File: config.mk
export PLATFORM = sky130hd
export DESIGN_NAME = waveform_config_scheduler
export DESIGN_NICKNAME = d
export VERILOG_FILES = /design/src/rtl/waveform_config_scheduler.sv
export SDC_FILE = /design/constraint.sdc
export NUM_CORES = 1
export LEC_CHECK = 0
export ABC_AREA = 1
export CORE_ASPECT_RATIO = 0.7
export CORE_MARGIN = 5
export CORE_UTILIZATION = 45
export CTS_CLUSTER_SIZE = 25
export DETAILED_ROUTE_END_ITERATION = 10
export GPL_TIMING_DRIVEN = 0
export PLACE_DENSITY = 0.74
export SKIP_LAST_GASP = 1
export SYNTH_ARGS = -nofsm -noshare
export SYNTH_HDL_FRONTEND = slang
export SYNTH_SLANG_ARGS = --single-unit
File: constraint.sdc
create_clock -name clk -period 1.77 [get_ports clk]
set_input_delay 0.354 -clock clk [delete_from_list [all_inputs] [get_ports clk]]
set_output_delay 0.354 -clock clk [all_outputs]
set_load 0.005 [all_outputs]
File: src/rtl/waveform_config_scheduler.sv
// waveform_config_scheduler
// Holds an incoming waveform configuration in shadow registers. Signal number
// and phase increment are committed to the generator only on an accumulator
// wrap, or on a timeout, or at once when the generator is stopped. After the
// commit, a changed amplitude is handed to the amplitude transmitter over a
// 4-phase req/ack handshake.
// Optional macro AWG_MUTE_EN: adds a MUTE_CYCLES-long mute pulse after each
// commit, and holds busy/cfg_ready until that pulse has finished.
module waveform_config_scheduler #(
  parameter int unsigned WRAP_TIMEOUT = 1048576,
  parameter int unsigned TMO_W        = 21
`ifdef AWG_MUTE_EN
  ,
  parameter int unsigned MUTE_CYCLES  = 64
`endif
) (
  input  logic        clk,
  input  logic        reset_n,
  input  logic        cfg_valid,
  output logic        cfg_ready,
  input  logic [7:0]  cfg_signal_number,
  input  logic [31:0] cfg_adder,
  input  logic [31:0] cfg_amplitude,
  input  logic        phase_wrap,
  output logic [7:0]  signal_number,
  output logic [31:0] adder,
  output logic [31:0] amp_value,
  output logic        amp_req,
  input  logic        amp_ack,
  output logic        busy,
  output logic        wrap_timeout,
  output logic        mute
);

  typedef enum logic [2:0] {
    S_IDLE,
    S_WAIT_WRAP,
    S_APPLY,
    S_AMP_REQ,
    S_AMP_WAIT
  } state_t;

  localparam logic [TMO_W-1:0] TMO_LAST = TMO_W'(WRAP_TIMEOUT - 1);

  state_t      r_state;
  logic [7:0]  r_sh_signal_number;
  logic [31:0] r_sh_adder;
  logic [31:0] r_sh_amplitude;
  logic [TMO_W-1:0] r_tmo_cnt;
  logic        r_cfg_ready;
  logic        r_busy;
  logic        r_wrap_timeout;
  logic        r_amp_req;
  logic [7:0]  r_signal_number;
  logic [31:0] r_adder;
  logic [31:0] r_amp_value;

  // A real wrap (or a stopped generator, which never wraps) takes priority
  // over the timeout so that a coincident timeout is not reported.
  logic w_wrap_exit;
  logic w_tmo_hit;
  logic w_wait_exit;
  // High when the mute counter will be idle after the coming edge.
  logic w_mute_clear_next;

  assign w_wrap_exit = phase_wrap || (r_adder == '0);
  assign w_tmo_hit   = (r_tmo_cnt == TMO_LAST);
  assign w_wait_exit = (r_state == S_WAIT_WRAP) && (w_wrap_exit || w_tmo_hit);

  // Main sequencer: accept, wait for wrap, commit, then amplitude handshake.
  always_ff @(posedge clk or negedge reset_n) begin
    if (!reset_n) begin
      r_state            <= S_IDLE;
      r_sh_signal_number <= '0;
      r_sh_adder         <= '0;
      r_sh_amplitude     <= '0;
      r_tmo_cnt          <= '0;
      r_cfg_ready        <= 1'b0;
      r_busy             <= 1'b0;
      r_wrap_timeout     <= 1'b0;
      r_amp_req          <= 1'b0;
      r_signal_number    <= '0;
      r_adder            <= '0;
      r_amp_value        <= '0;
    end else begin
      r_wrap_timeout <= 1'b0;
      case (r_state)
        S_IDLE: begin
          if (cfg_valid && r_cfg_ready) begin
            r_sh_signal_number <= cfg_signal_number;
            r_sh_adder         <= cfg_adder;
            r_sh_amplitude     <= cfg_amplitude;
            r_tmo_cnt          <= '0;
            r_cfg_ready        <= 1'b0;
            r_busy             <= 1'b1;
            r_state            <= S_WAIT_WRAP;
          end else begin
            r_cfg_ready <= w_mute_clear_next;
            r_busy      <= !w_mute_clear_next;
          end
        end
        S_WAIT_WRAP: begin
          if (w_wait_exit) begin
            r_wrap_timeout <= !w_wrap_exit;
            r_state        <= S_APPLY;
          end else if (r_tmo_cnt != '1) begin
            r_tmo_cnt <= r_tmo_cnt + 1'b1;
          end
        end
        S_APPLY: begin
          r_signal_number <= r_sh_signal_number;
          r_adder         <= r_sh_adder;
          if (r_sh_amplitude != r_amp_value) begin
            r_amp_value <= r_sh_amplitude;
            r_amp_req   <= 1'b1;
            r_state     <= S_AMP_REQ;
          end else begin
            r_cfg_ready <= w_mute_clear_next;
            r_busy      <= !w_mute_clear_next;
            r_state     <= S_IDLE;
          end
        end
        S_AMP_REQ: begin
          if (amp_ack) begin
            r_amp_req <= 1'b0;
            r_state   <= S_AMP_WAIT;
          end
        end
        S_AMP_WAIT: begin
          if (!amp_ack) begin
            r_cfg_ready <= w_mute_clear_next;
            r_busy      <= !w_mute_clear_next;
            r_state     <= S_IDLE;
          end
        end
        default: begin
          r_state <= S_IDLE;
        end
      endcase
    end
  end

`ifdef AWG_MUTE_EN
  localparam int unsigned MUTE_W = $clog2(MUTE_CYCLES + 1);

  logic [MUTE_W-1:0] r_mute_cnt;
  logic              r_mute;

  // The counter is reloaded on the commit edge, so it is never idle after APPLY.
  assign w_mute_clear_next = (r_state != S_APPLY) && (r_mute_cnt <= MUTE_W'(1));

  // Mute rises with APPLY and is held for MUTE_CYCLES cycles after the new adder shows.
  always_ff @(posedge clk or negedge reset_n) begin
    if (!reset_n) begin
      r_mute_cnt <= '0;
      r_mute     <= 1'b0;
    end else if (w_wait_exit) begin
      r_mute <= 1'b1;
    end else if (r_state == S_APPLY) begin
      r_mute_cnt <= MUTE_W'(MUTE_CYCLES);
      r_mute     <= 1'b1;
    end else if (r_mute_cnt != '0) begin
      r_mute_cnt <= r_mute_cnt - 1'b1;
      r_mute     <= (r_mute_cnt != MUTE_W'(1));
    end
  end

  assign mute = r_mute;
`else
  assign w_mute_clear_next = 1'b1;
  assign mute              = 1'b0;
`endif

  assign cfg_ready     = r_cfg_ready;
  assign busy          = r_busy;
  assign wrap_timeout  = r_wrap_timeout;
  assign amp_req       = r_amp_req;
  assign signal_number = r_signal_number;
  assign adder         = r_adder;
  assign amp_value     = r_amp_value;

endmodule

==> results by group <==
Outcome
  – Status: finished with violations
  – Failing checks: negative setup slack

Critical path
  – Worst setup path start: r_tmo_cnt[1]
  – R2R Setup Slk: -0.07 ns
  – Startpoint Class: flip-flop
  – RR Startpoint: r_tmo_cnt[1]
  – R2R cell count: 12
  – Critical Path RT: 2.14 ns
  – FF-to-FF End: r_tmo_cnt[19]
  – Critical path endpoint: r_tmo_cnt[19]
  – Critical Path End Type: flip-flop
  – CP Max Fanout: 5
  – WP data arrival: between 2 and 2.5 ns
  – Critical path type: flip-flop to flip-flop

STA
  – Final WS setup: -0.0713 ns
  – Max_slew headroom: ~61%
  – RSZ-0062 raised after global routing: yes
  – Worst Max-Slew Pin Slew: about 0.58 ns
  – Final period utilization: 104%
  – Setup-failing EPs final: 20
  – Pins Over Slew Limit: 0
  – Clock skew: around 0.011 ns
  – Setup TNS: -0.782 ns
  – Max Clk Rate: between 500 and 600 MHz
  – Final hold violation count: 0
  – Final worst path period need: around 1.8 ns

Yosys
  – Unique masters post-synth: 34
  – Mean post-synth cell area: between 8 and 9 sq um
  – Simple-Gate Fraction of Synth Area: 24.5%
  – Synthesized area: about 7800 sq um
  – Complex-gate fraction of the synthesized area: a little under a tenth
  – Synth Net Count: around 1000
  – Register bit count reported by yosys: 172
  – Mux cell area share after synthesis: 0%
  – Ys Warns: 0
  – Largest family of logic cells by synthesized area: simple AND/OR/NAND/NOR gates
  – Synth Area in Adders: less than 1%
  – Post-Synth XOR/XNOR Area: 3.14%
  – Synth Instances: ~960
  – Seq/Total Area, Yosys: ~55%

Place
  – Post-DP Area: approximately 9700 sq um
  – Routability congestion estimate: slightly above 0.9
  – I/O Buffers: around 150
  – Placed Cells incl. Taps: between 1000 and 1500
  – HPWL after detailed placement: 15200 um

Detailed routing
  – Antenna viol nets, final: 0
  – Initial drt markers: about 700
  – Drt pass-1 iters: 5
  – DR WL/cell: about 16 um
  – Drt via density: roughly 5.0
  – Via count: 6932
  – Residual DRC count: 0
  – WL final: 22000 um

Global route
  – Met2 usage: about 31%
  – Total gr overflow: 0
  – Vias in the first global route: slightly below 7000
  – Largest net degree at the start of global routing: around 120
  – Overall routing resource usage: about 22%
  – First-pass GRT wire length: roughly 35000 um
  – M1 GR Usage: a little under a third
  – Global route hottest layer: met1
  – Antenna violations before repair: 1
  – Met3 global-route usage: between 7 and 8%

Final layout
  – Layout cells sized above 1: around 12%
  – Commonest non-fill, non-tap cell in the layout: nand2_1
  – Fillers: roughly 1500
  – Diodes inserted: 0
  – Nets@finish: about 1200
  – Most frequent cells in the layout: nand2_1, dfrtp_1, clkdlybuf4s50_1, o21ai_0, inv_1
  – Layout area overhead: 38.0%
  – Non-Filler Instances: roughly 1400
  – Design area: approximately 11000 sq um

Clocking
  – TritonCTS clock tree: built
  – Max H-tree Level: 4
  – Worst-Skew Late Latency: around 0.43 ns
  – Clock-pin slew of the registers on the worst-case setup and hold paths: roughly 0.070 ns
  – Num Clock Sinks: ~170
  – Clock Path Buffers: 2
  – Root buffer cell: clkbuf_16
  – CTS Buf Count: 17

Pwr
  – Maximum VDD drop: around 0.93 mV
  – Cell area power density: roughly 1700 nW/um^2
  – P_leak: approximately 5.2 nW

Floorplan
  – Core box area: between 15000 and 20000 sq um
  – IO Count: ~150
  – Row cnt: 40
  – Die X: ~170 um
  – Die Y: roughly 120 um
  – Die ar.: between 20000 and 25000 sq um
  – Initial Utilization: roughly 46%

Flow run
  – Max Cap Viol: 0

Min path
  – Worst Hold Class: input port to async pin
==> cell usage after synthesis <==
library cell	count	share of area, %
nand2_1	339	16
clkinv_1	2	0.096
nand2_2	2	0.16
o21ai_0	111	7.1
nor3_4	2	0.42
o21ba_2	1	0.13
and2_1	4	0.32
xor2_1	1	0.11
nor3b_1	2	0.19
xnor2_1	27	3.0
inv_1	103	4.9
buf_4	2	0.19
nand3_2	3	0.38
nor2_1	62	3.0
and2_0	1	0.080
buf_1	2	0.096
a21oi_1	7	0.45
conb_1	1	0.048
nor2_2	4	0.32
or2_2	1	0.080
nor3_1	5	0.32
buf_6	2	0.29
dfrtp_1	172	55
nand3_1	10	0.64
inv_2	4	0.19
o21ai_1	21	1.3
nor2_4	2	0.29
ha_1	1	0.16
a31oi_1	1	0.080
o22ai_1	1	0.080
clkbuf_1	15	0.72
nand4_1	26	2.1
o21ai_2	1	0.11
buf_2	20	1.3
==> flip-flops by register name (all words and copies together), names as in the netlist <==
name and flops:
adder 32, busy 1, r_state 3, r_tmo_cnt 21, amp_value 32, signal_number 8
cfg_ready 1, amp_req 1, r_sh_amplitude 32, r_sh_adder 32, wrap_timeout 1, r_sh_signal_number 8
==> how the worst min path moves through the flow <==
stage	slack, ns	to	cells past startpoint	start
final	0.43	adder[2]	2	reset_n
after global routing	0.46	r_sh_adder[23]	3	cfg_adder[23]
after CTS	0.44	amp_value[16]	2	reset_n
after detailed placement	0.31	adder[2]	1	reset_n
after global placement	0.46	r_sh_adder[1]	2	r_sh_adder[1]
after floorplan	0.06	adder[0]	0	reset_n
==> worst max-delay path, cell delays in order (launching register included) <==
cell and delay (ns):
dfrtp_1 0.40, ha_4 0.18, nand2_4 0.06, nor2_4 0.14, nand2_4 0.09, nor2_4 0.16
nand3_2 0.11, nand3_2 0.13, nand2_4 0.09, nand3_4 0.13, clkbuf_16 0.18, nand2_2 0.05
nand2_1 0.06
==> power breakdown <==
group | internal, mW | total, mW | leakage [nW] | switching (mW)
Sequential | 5.61 | 6.78 | 2.15 | 1.17
Combinational | 3.73 | 7.83 | 2.69 | 4.10
Clock | 2.43 | 4.09 | 0.315 | 1.66
Total | 11.8 | 18.7 | 5.16 | 6.93
==> stage by stage <==
step	util (%)	worst slack [ns]	hold slack (ns)	power, mW
6_report	63.1	-0.0713	0.432	18.7
5_1_grt	63.1	-0.153	0.461	20.1
4_1_cts	60.8	-0.00809	0.445	18.2
3_5_place_dp	56.5	-0.397	0.314	13.9
3_3_place_gp	56.3	-6.79	0.455	13.7
2_1_floorplan	-	0.0371	0.0584	10.5
==> kinds of logic after synthesis <==
kind of cell / Yosys count
buffers and inverters: 150
AO/OA/AOI/OAI: 143
flip-flops: 172
XOR/XNOR: 28
adder cells (fa/ha/maj): 1
other: 1
AND/OR/NAND/NOR: 463
==> routing by layer <==
metal | up-vias | routed length, um
met4 | 2 | 371
met3 | 31 | 1850
met5 | - | 13
li1 | 3365 | -
met1 | 3286 | 10200
met2 | 248 | 9540
==> timing repair <==
action | CTS | global route
setup buffers | 5 | 12
setup endpoints to repair | 154 | 159
cloned | 0 | 3
resized for setup | 25 | 91
hold buffers | 1 | 0
endpoints found under the hold margin | 56 | 0
pin swaps | 1 | 14
==> layout make-up <==
class	instances	area, sq um	share of cell area [%]
Inverter	109	413	3.82
Buffer	39	300	2.78
Sequential cell	172	4310	39.9
Clock inverter	14	204	1.89
Clock buffer	18	439	4.07
Tap cell	231	289	2.68
Multi-Input combinational cell	636	3060	28.4
Timing Repair Buffer	174	1780	16.5
Note: power is estimated with default switching activity, not from simulation.
